### config.mk
export PLATFORM = sky130hd
export DESIGN_NAME = chunk_serial_adder
export DESIGN_NICKNAME = d
export VERILOG_FILES = /design/src/rtl/chunk_serial_adder.sv
export SDC_FILE = /design/constraint.sdc
export NUM_CORES = 1
export LEC_CHECK = 0
export CORE_MARGIN = 2
export CORE_UTILIZATION = 47
export DETAILED_ROUTE_END_ITERATION = 10
export GPL_ROUTABILITY_DRIVEN = 0
export GPL_TIMING_DRIVEN = 1
export PLACE_DENSITY_LB_ADDON = 0.1
export REMOVE_ABC_BUFFERS = 1
export SETUP_SLACK_MARGIN = 0.5
export SYNTH_ARGS = -nofsm -noshare
export SYNTH_HDL_FRONTEND = slang
export SYNTH_SLANG_ARGS = --single-unit
### constraint.sdc
create_clock -name clk -period 1.6 [get_ports clk]
set_input_delay 0.32 -clock clk [delete_from_list [all_inputs] [get_ports clk]]
set_output_delay 0.32 -clock clk [all_outputs]
set_load 0.01 [all_outputs]
### src/rtl/chunk_serial_adder.sv
// -----------------------------------------------------------------------------
// chunk_serial_adder
//
// Multi-cycle adder / subtractor / accumulator. A WIDTH-bit operation is split
// into N = WIDTH/CHUNK slices; one CHUNK-bit slice is added per RUN cycle and
// the carry is registered between slices, so the combinational carry chain is
// only CHUNK bits long. WIDTH must be an integer multiple of CHUNK.
//
// Ports
//   clk    in   1      rising-edge clock
//   rst_n  in   1      asynchronous active-low reset
//   start  in   1      request; sampled only in IDLE or DONE
//   mode   in   2      00 add, 01 sub (a-b), 10 acc (sum+b), 11 clear
//   a      in   WIDTH  operand A (add/sub only)
//   b      in   WIDTH  operand B (add/sub/acc)
//   cin    in   1      carry-in for add/acc
//   busy   out  1      high while an operation is running
//   done   out  1      one-cycle pulse after the result registers update
//   sum    out  WIDTH  registered result, held until the next completion
//   cout   out  1      carry out of the MSB (sub: 1 = no borrow)
//   ovf    out  1      signed overflow
// -----------------------------------------------------------------------------
`timescale 1ns/1ps

module chunk_serial_adder #(
   parameter int WIDTH = 16,
   parameter int CHUNK = 4
) (
   input  logic             clk,
   input  logic             rst_n,
   input  logic             start,
   input  logic [1:0]       mode,
   input  logic [WIDTH-1:0] a,
   input  logic [WIDTH-1:0] b,
   input  logic             cin,
   output logic             busy,
   output logic             done,
   output logic [WIDTH-1:0] sum,
   output logic             cout,
   output logic             ovf
);

   localparam int N     = WIDTH / CHUNK;
   localparam int IDX_W = (N > 1) ? $clog2(N) : 1;

   localparam logic [1:0] S_IDLE = 2'd0;
   localparam logic [1:0] S_RUN  = 2'd1;
   localparam logic [1:0] S_DONE = 2'd2;

   localparam logic [1:0] MODE_ADD = 2'b00;
   localparam logic [1:0] MODE_SUB = 2'b01;
   localparam logic [1:0] MODE_ACC = 2'b10;
   localparam logic [1:0] MODE_CLR = 2'b11;

   logic [1:0]       state;
   logic [IDX_W-1:0] idx;
   // Operand registers are shifted right one chunk per RUN cycle, so the
   // slice being added is always the low CHUNK bits.
   logic [WIDTH-1:0] op_a;
   logic [WIDTH-1:0] op_b;
   // Partial result; each new slice enters at the top and the register shifts
   // right, so after N cycles the slices sit in their final positions.
   logic [WIDTH-1:0] work;
   logic             carry;

   logic [CHUNK:0]   chunk_res;
   logic [WIDTH-1:0] work_next;
   logic             last_chunk;
   logic             msb_carry_in;

   // NOTE: every signal driven here gets a value on every path (no
   // conditionals at all), so no latch can be inferred.
   always_comb begin
      chunk_res  = {1'b0, op_a[CHUNK-1:0]} + {1'b0, op_b[CHUNK-1:0]}
                 + {{CHUNK{1'b0}}, carry};
      work_next  = (work >> CHUNK) | (WIDTH'(chunk_res[CHUNK-1:0]) << (WIDTH - CHUNK));
      last_chunk = (idx == IDX_W'(N - 1));
      // In the final slice the operand MSBs are op_a/op_b[CHUNK-1]; the carry
      // into a full-adder bit equals a ^ b ^ s of that bit.
      msb_carry_in = op_a[CHUNK-1] ^ op_b[CHUNK-1] ^ chunk_res[CHUNK-1];
   end

   // NOTE: sequential state uses non-blocking assignments only, so every
   // register samples the pre-edge values of the others.
   always_ff @(posedge clk or negedge rst_n) begin
      if (!rst_n) begin
         // NOTE: the datapath registers are plain flops (no memory array),
         // so they are reset along with the control state.
         state <= S_IDLE;
         idx   <= '0;
         op_a  <= '0;
         op_b  <= '0;
         work  <= '0;
         carry <= 1'b0;
         sum   <= '0;
         cout  <= 1'b0;
         ovf   <= 1'b0;
      end else begin
         case (state)
            S_IDLE, S_DONE: begin
               if (start) begin
                  if (mode == MODE_CLR) begin
                     sum   <= '0;
                     cout  <= 1'b0;
                     ovf   <= 1'b0;
                     state <= S_DONE;
                  end else begin
                     // Acc takes the result currently on the outputs, which
                     // is already final when accepted straight from DONE.
                     op_a  <= (mode == MODE_ACC) ? sum : a;
                     op_b  <= (mode == MODE_SUB) ? ~b : b;
                     carry <= (mode == MODE_SUB) ? 1'b1 : cin;
                     idx   <= '0;
                     state <= S_RUN;
                  end
               end else begin
                  state <= S_IDLE;
               end
            end

            S_RUN: begin
               op_a  <= op_a >> CHUNK;
               op_b  <= op_b >> CHUNK;
               work  <= work_next;
               carry <= chunk_res[CHUNK];
               if (last_chunk) begin
                  sum   <= work_next;
                  cout  <= chunk_res[CHUNK];
                  ovf   <= msb_carry_in ^ chunk_res[CHUNK];
                  idx   <= '0;
                  state <= S_DONE;
               end else begin
                  idx <= idx + 1'b1;
               end
            end

            default: state <= S_IDLE;
         endcase
      end
   end

   assign busy = (state == S_RUN);
   assign done = (state == S_DONE);

endmodule

* After elaboration in Yosys (flattened, before gate mapping)
Index checks and enable logic that the tools add are counted.
** Word-level totals
- Flip-flop bits (word level) :: 71
- Output and inout port bits :: 20
** Operators by class
- $add $sub $neg :: 3
- Equality and inequality tests :: 10
- Multiplexer cells :: 30
- Bitwise operators :: 5
- Reductions and logical operators :: 5
** Operators with widths (count)
- 2-to-1 mux 16 bit :: 9
- one-hot mux 16 bit (2 select lines) :: 3
- inverter 16 bit :: 1
- bitwise OR 12 x 16 -> 16 bit :: 1
- 2-to-1 mux 2 bit :: 6
- == test 2 bit (second input constant) :: 4
- one-hot mux 2 bit (2 select lines) :: 2
- 2-to-1 mux 1 bit :: 7
- != test 2 bit (second input constant) :: 3
- one-hot mux 1 bit (2 select lines) :: 3
- adder 4 x 4 -> 5 bit :: 1
- adder 5 x 1 -> 5 bit :: 1
- == test 2 x 1 -> 1 bit (second input constant) :: 2
- AND reduction 4 bit :: 1
- AND reduction 3 bit :: 1
- XOR 1 bit :: 3
- adder 2 x 1 -> 2 bit (second input constant) :: 1
- zero test 2 bit :: 1
- != test 2 x 1 -> 1 bit (second input constant) :: 1
- nonzero test 2 bit :: 1
- OR reduction 2 bit :: 1

* Logic depth before layout (Yosys ltp)
Gate-level depths: netlist (run 1).
- Depth after elaboration :: 6
- Gate-level depth with buffers :: 7
- Depth with buffers taken out :: 7

* Least setup slack after synthesis (run 1)
No wires, ideal clock.
- Path kind :: flip-flop to flip-flop
- Start :: reg op_a[0]
- End :: reg ovf
- Arrival time :: 1.574 ns
- Data required time :: 1.474 ns
- Setup slack :: -0.100 ns
- Stages on the path, launching flop included :: 8
- Path buffers :: 0
- Period minus slack after synthesis :: 1.700 ns
- Path through :: dfrtp_1 -> fa_1 -> inv_1 -> fa_1 -> nand2b_1 -> a21oi_1 -> xor2_1 -> o21ai_0
** On the way
- Word-level cells in the longest chain between the ends :: 6
** Ends and longest elaborated chain
- start: declaration :: RTL line 59 : logic [WIDTH-1:0] op_a;
- start signal: assignment :: RTL line 110 : op_a <= (mode == MODE_ACC) ? sum : a;
- start signal: assignment :: RTL line 122 : op_a <= op_a >> CHUNK;
- adder 4 x 4 -> 5 bit (*) :: RTL line 74 : chunk_res = {1'b0, op_a[CHUNK-1:0]} + {1'b0, op_b[CHUNK-1:0]}
- adder 5 x 1 -> 5 bit (*) :: RTL line 75 : + {{CHUNK{1'b0}}, carry};
- XOR 1 bit :: RTL line 80 : msb_carry_in = op_a[CHUNK-1] ^ op_b[CHUNK-1] ^ chunk_res[CHUNK-1];
- XOR 1 bit (*) :: RTL line 129 : ovf <= msb_carry_in ^ chunk_res[CHUNK];
- 2-to-1 mux 1 bit (*) :: RTL line 126 : if (last_chunk) begin
- one-hot mux 1 bit (2 select lines) (*) :: RTL line 99 : case (state)
- end signal: assignment :: RTL line 129
- end: declaration :: RTL line 40 : output logic ovf
Mark *: on every way between the ends. The rest lies on a longest branch, timed or not. The select of a mux whose other input is x is not followed.
A chain may end at the register's enable or synchronous reset.

* Final worst setup path (run 1)
- Start :: reg op_a[0]
- End :: reg carry
** On the way
- Word-level cells in the longest chain between the ends :: 3
** Ends and longest elaborated chain
- adder 4 x 4 -> 5 bit :: RTL line 74
- adder 5 x 1 -> 5 bit :: RTL line 75
- one-hot mux 1 bit (2 select lines) :: RTL line 99
- end signal: assignment :: RTL line 112 : carry <= (mode == MODE_SUB) ? 1'b1 : cin;
- end signal: assignment :: RTL line 125 : carry <= chunk_res[CHUNK];
- end: declaration :: RTL line 64 : logic carry;
No other way between the ends.

==> impl_metrics.toml, run 1 <==
[drt]
vias_per_cell = 5.71
num_vias = 2777
antenna_left = 0
detail_route.first_pass.iterations = 5
dr.first_iter.drc_count = 197
avgRoutedWirePerCell_um = 18.9
wl_mm = 9.19
detail_route.drc_violations = 0

[global_route]
grt_max_degree = 68
globalRoute.totalOverflow = 0
number_of_antenna_violations_at_the_first_check_in_global_routing = 0
grt.total_usage_pct = 25.3
grt_pass1_wl_mm = 14.0
number_of_global_route_vias_before_repair = 2706

[setup_path]
critical_path_peak_fanout = 2
critPathLaunchType = "register"
cp_data_required_time_ns = 1.82
cp_class = "register to register"
cp_data_arrival_time_ns = 1.97
end_kind = "register"

[clocking]
clkTransAtPathRegs_ns = 0.07
cts_sinks = 67
cts-hold-fix-buffers = 0
tritoncts.num_buffers = 9
clkLatencyLatePin_ns = 0.34
htree_levels = 3
cts-root-to-sink-buffers = 2
root_buffer = "sky130_fd_sc_hd__clkbuf_8"
clock_tree_from_tritoncts = "yes"

[floorplanning]
num_rows = 29
core_region_area_mm2 = 0.00635
floorplan.die_area_mm2 = 0.00720
die_width_um = 84.9
die_h_um = 84.9
design.portCount = 58
initial_utilization_pct = 48.4

[sta]
skew_ns = 0.00737
clock.fmax_mhz = 571
tns_ns = -0.583
actual_slew_at_the_worst_max_slew_pin_ns = 0.350
final_hold_viols = 8
worst_slack_ns = -0.151
finalCritPeriodShare_pct = 109
setup_viol = 5
period_needed_ns = 1.75
timing.max_slew.rel_slack_pct = 76.7
grt_setup_unrepaired = "yes"
report.final.slew_viol_count = 0
fin_worst_hold_slack_ns = -0.00733

[synthesis]
yosys-mux-area-fraction_pct = 0
main_area_contributors_after_synthesis = "sky130_fd_sc_hd__dfrtp_1 (55%), sky130_fd_sc_hd__nand2_1 (4.8%), sky130_fd_sc_hd__xnor2_1 (4.6%), sky130_fd_sc_hd__a22o_1 (4.0%), sky130_fd_sc_hd__a221o_1 (3.9%)"
synth_top_area_cell = "sky130_fd_sc_hd__dfrtp_1"
post_synth_xor_area_fraction_pct = 5.13
synth-seq-area-share_pct = 54.6
synth_largest_type_area_fraction_pct = 54.6
synthCells = 281
synth_fa_ha_area_share_pct = 2.93
synth_compound_area_share_pct = 20.9
ys_seq_elements = 67
synthSimpleGateAreaFrac_pct = 10.4
syn_avg_cell_area_um2 = 10.9
synth_warnings = 0
synth_cell_types = 34
synth_top_family_by_area = "compound AO/OA/AOI/OAI gates"
post_synth_instance_area_mm2 = 0.00307

[final_layout]
commonest_cells_after_routing_fill_and_taps_aside = "sky130_fd_sc_hd__dfrtp_1 (67), sky130_fd_sc_hd__buf_4 (39), sky130_fd_sc_hd__clkdlybuf4s50_1 (34), sky130_fd_sc_hd__nand2_1 (26), sky130_fd_sc_hd__buf_6 (23)"
postLayoutCoreUtil_pct = 76.7
final_layout_size_suffix_gt1_share_pct = 43.0
num_antenna_cells = 0
num-fill-cells = 415
fin_nets = 451
layout_commonest_cell = "sky130_fd_sc_hd__dfrtp_1"
area_added_between_synthesis_and_finish_pct = 58.5

[run]
drv.max_cap_violation_count = 0

[power_and_ir_drop]
max-vdd-ir-drop_v = 0.00104
power_density_over_cell_area_mw_per_mm2 = 2070
total_leakage_power_nw = 2.25

[run_status]
status = "finished with violations"
failed_checks = "hold timing, setup timing"

[place]
port-buffer-count = 57
detailed_place_hpwl_mm = 4.65

[min_path]
hold_path.class = "primary input to asynchronous set/reset pin"
state kept, by name, summed over array words and instances (netlist names):
signal,flops
carry,1
op_a,16
sum,16
cout,1
ovf,1
idx,2
state,2
op_b,16
work,12
logic make-up (layout without fill, tap and decap cells):
kind of cell,after synthesis,count (layout)
buffers and inverters,28,153
DFF,67,67
adders and majority gates,6,6
AOI/OAI and AO/OA,89,89
and+or+nand+nor,73,76
xor gates and xnor gates,18,18
routing by layer:
layer,wire [µm],part of all wire (%),vias up,GRT usage (%)
met4,274,3.0,0,10.5
met2,4640,50,128,42.3
met1,3700,40,1365,33.0
met3,586,6.4,26,4.18
li1,-,-,1258,-
met5,0,0,-,0
cell type report:
class | instances | area (µm²) | share of cell area, %
multi-input combinational | 189 | 1530 | 31.5
inverter | 5 | 21.3 | 0.437
clock buffer | 13 | 149 | 3.06
sequential | 67 | 1680 | 34.4
timing repair buffer | 135 | 1400 | 28.6
tap | 77 | 96.3 | 1.98
Yosys cell counts, drive strengths merged:
master and number:
a21o 1, a21oi 3, a221o 12, a22o 14, a22oi 13, a31oi 1, and2b 1, and3b 1
buf 18, clkbuf 5, dfrtp 67, fa 2, ha 4, inv 5, nand2 41, nand2b 4
nand3 10, nor2 15, nor2b 1, o21ai 28, o22ai 16, o31ai 1, xnor2 16, xor2 2
path summary, 6_finish.rpt:
path                            slack [ns]       to     from  depth (start not counted)
worst max register to register       -0.15    carry  op_a[0]                          8
worst min register to register        0.48  work[4]  work[4]                          2
min in group clk                      0.48  work[4]  work[4]                          2
max in group asynchronous             1.33  op_b[6]    rst_n                          2
worst max-delay path                 -0.15    carry  op_a[0]                          8
worst min-delay path                -0.007   sum[4]    rst_n                          2
what timing repair did:
action,CTS,global route
pin swaps,25,10
cloned,11,1
buffers inserted,34,10
resized for setup,171,32
setup endpoints to repair,87,87
critical path: stages (launching register included):
cell and delay (ns):
sky130_fd_sc_hd__dfrtp_1 0.42, sky130_fd_sc_hd__fa_2 0.42, sky130_fd_sc_hd__inv_2 0.07, sky130_fd_sc_hd__fa_2 0.19
sky130_fd_sc_hd__nand2b_4 0.14, sky130_fd_sc_hd__a21oi_4 0.06, sky130_fd_sc_hd__buf_6 0.12, sky130_fd_sc_hd__a22oi_2 0.14
sky130_fd_sc_hd__o21ai_2 0.08
stage by stage:
| stage | worst slack (ns) | instances | power, W | cell area [µm²] | hold slack (ns) |
|---|---|---|---|---|---|
| floorplan | -0.304 | 258 | 0.00467 | 2910 | 0.0244 |
| global placement | -0.180 | 417 | 0.00609 | 3810 | 0.371 |
| detailed placement | -0.196 | 417 | 0.00618 | 3810 | 0.366 |
| CTS | -0.0655 | 475 | 0.00921 | 4630 | 0.00879 |
| global route | -0.201 | 486 | 0.0106 | 4870 | 0.0332 |
| finish | -0.151 | 486 | 0.0101 | 4870 | -0.00733 |
power by group:
part	internal, W	switching (W)	leakage [nW]
sequential	0.00242	0.000589	0.862
combinational	0.00324	0.00268	1.32
clock	0.000582	0.000585	0.0754
(Power assumes the default switching activity.)
==> inputs of run 2 (changes only) <==
--- a/config.mk
+++ b/config.mk
@@ -5,7 +5,6 @@
 export SDC_FILE = /design/constraint.sdc
 export NUM_CORES = 1
 export LEC_CHECK = 0
-export CORE_MARGIN = 2
 export CORE_UTILIZATION = 47
 export DETAILED_ROUTE_END_ITERATION = 10
 export GPL_ROUTABILITY_DRIVEN = 0
==> run 2 against run 1 <==
  * The run still ends with hold timing, setup timing left
  * Routed wire length shrank 2.8%
  * Maximum frequency shrank 2.0%
  * Largest cell class unchanged
  * Hold slack lost 0.0020 ns
  * Highest routed layer unchanged
  * Register-to-register slack lost 0.04 ns
  * Combinational power shrank 7.6%
  * Count of clock-buffer cells in the layout shrank 4
==> impl_metrics.toml, run 2 (synthesized netlist as in run 1, its figures left out) <==
[sta]
report.final.slew_viol_count = 0
skew_ns = 0.0158
grt_setup_unrepaired = "yes"
tns_ns = -0.861
actual_slew_at_the_worst_max_slew_pin_ns = 0.354
worst_slack_ns = -0.187
clock.fmax_mhz = 560
finalCritPeriodShare_pct = 112
final_hold_viols = 8
period_needed_ns = 1.79
fin_worst_hold_slack_ns = -0.00937
setup_viol = 7
timing.max_slew.rel_slack_pct = 76.4

[global_route]
globalRoute.totalOverflow = 0
grt_pass1_wl_mm = 13.6
grt_max_degree = 68
grt.total_usage_pct = 25.4
number_of_antenna_violations_at_the_first_check_in_global_routing = 0
number_of_global_route_vias_before_repair = 2730

[floorplanning]
design.portCount = 58
initial_utilization_pct = 48.7
die_width_um = 82.9
die_h_um = 82.9
floorplan.die_area_mm2 = 0.00687
core_region_area_mm2 = 0.00631
num_rows = 29

[setup_path]
end_kind = "register"
cp_data_required_time_ns = 1.82
cp_data_arrival_time_ns = 2.01
critPathLaunchType = "register"
cp_class = "register to register"
critical_path_peak_fanout = 2

[place]
port-buffer-count = 57
detailed_place_hpwl_mm = 4.74
place_inst = 417

[run_status]
status = "finished with violations"
failed_checks = "hold timing, setup timing"

[clocking]
root_buffer = "sky130_fd_sc_hd__clkbuf_8"
clkTransAtPathRegs_ns = 0.07
clkLatencyLatePin_ns = 0.34
tritoncts.num_buffers = 9
htree_levels = 3
cts-root-to-sink-buffers = 2
clock_tree_from_tritoncts = "yes"
cts_sinks = 67

[drt]
wl_mm = 8.94
detail_route.drc_violations = 0
num_vias = 2720
antenna_left = 0
avgRoutedWirePerCell_um = 18.5
detail_route.first_pass.iterations = 6
vias_per_cell = 5.64
dr.first_iter.drc_count = 170

[final_layout]
num-fill-cells = 428
num_antenna_cells = 0
reg_area_mm2 = 0.00168
fin_nets = 444
layout_commonest_cell = "sky130_fd_sc_hd__dfrtp_1"
non_filler_cells_in_the_finished_layout = 482
multi_input_comb_area_mm2 = 0.00147
commonest_cells_after_routing_fill_and_taps_aside = "sky130_fd_sc_hd__dfrtp_1 (66), sky130_fd_sc_hd__buf_4 (36), sky130_fd_sc_hd__clkdlybuf4s50_1 (34), sky130_fd_sc_hd__nand2_1 (33), sky130_fd_sc_hd__o21ai_1 (24)"
area_added_between_synthesis_and_finish_pct = 56.5
final_layout_size_suffix_gt1_share_pct = 39.5
postLayoutCoreUtil_pct = 76.2
biggestRegsByFlops = "op_a: 16 flops, op_b: 16 flops, sum: 16 flops"

[run]
drv.max_cap_violation_count = 0

[power_and_ir_drop]
report.power.total_w = 0.0100
power_density_over_cell_area_mw_per_mm2 = 2080
total_leakage_power_nw = 2.22
max-vdd-ir-drop_v = 0.00132

[min_path]
hold_path.class = "primary input to asynchronous set/reset pin"
[run 2: changes by cell type in the layout (fill, tap and decap cells not counted), moves of 3 or more]
| cell | change |
|---|---|
| sky130_fd_sc_hd__clkinv_2 | +3 |
| sky130_fd_sc_hd__o21ai_1 | +6 |
| sky130_fd_sc_hd__clkbuf_1 | -3 |
| sky130_fd_sc_hd__nand2_2 | -6 |
| sky130_fd_sc_hd__buf_4 | -3 |
| sky130_fd_sc_hd__o21ai_2 | -6 |
| sky130_fd_sc_hd__nand2_1 | +7 |
[run 2: worst paths after layout]
kind                       slack, ns  endpoint  cells after the start  startpoint
min in group clk                0.49   work[6]                      2     work[6]
setup / recovery               -0.19     carry                      8       carry
max in group asynchronous       1.32  state[0]                      2       rst_n
hold / removal                -0.009   op_a[9]                      2       rst_n
hold reg to reg                 0.49   work[6]                      2     work[6]
setup reg to reg               -0.19     carry                      8       carry
[run 2: metal layers]
layer	vias to the layer above	track usage [%]	wire length (µm)
met4	0	12.9	223
li1	1248	-	-
met5	-	0	0
met2	97	40.6	4500
met3	16	5.67	497
met1	1359	32.5	3710
[run 2: critical path: stages (launching register included)]
cell and delay [ns]:
sky130_fd_sc_hd__dfrtp_1 0.42, sky130_fd_sc_hd__fa_2 0.42, sky130_fd_sc_hd__inv_2 0.09, sky130_fd_sc_hd__fa_2 0.22, sky130_fd_sc_hd__nand2b_4 0.15, sky130_fd_sc_hd__a21oi_4 0.06
sky130_fd_sc_hd__buf_6 0.12, sky130_fd_sc_hd__a22oi_2 0.13, sky130_fd_sc_hd__o21ai_2 0.07
[run 2: layout make-up]
type / instances / share of cell area, %
tap: 77 / 2.00
clock buffer: 9 / 2.58
multi-input combinational: 189 / 30.7
inverter: 5 / 0.494
sequential: 67 / 34.9
timing repair buffer: 128 / 27.5
clock inverter: 7 / 1.93
[run 2: power by group]
group / leakage [nW] / switching [W] / internal, W
sequential: 0.861 / 0.000574 / 0.00242
clock: 0.113 / 0.000652 / 0.000874
combinational: 1.25 / 0.00251 / 0.00297
total: 2.22 / 0.00374 / 0.00627
[run 2: what timing repair did]
action,in CTS,in global routing
gates cloned,7,1
setup endpoints to repair,83,83
setup buffers,28,13
resized for setup,151,33
hold buffers,0,0
pin swaps,19,8
[run 2: stage by stage]
step,cell area (µm²),setup WS [ns]
floorplan,2910,-0.304
global placement,3810,-0.151
detailed placement,3810,-0.176
CTS,4550,-0.0776
global route,4810,-0.255
finish,4810,-0.187
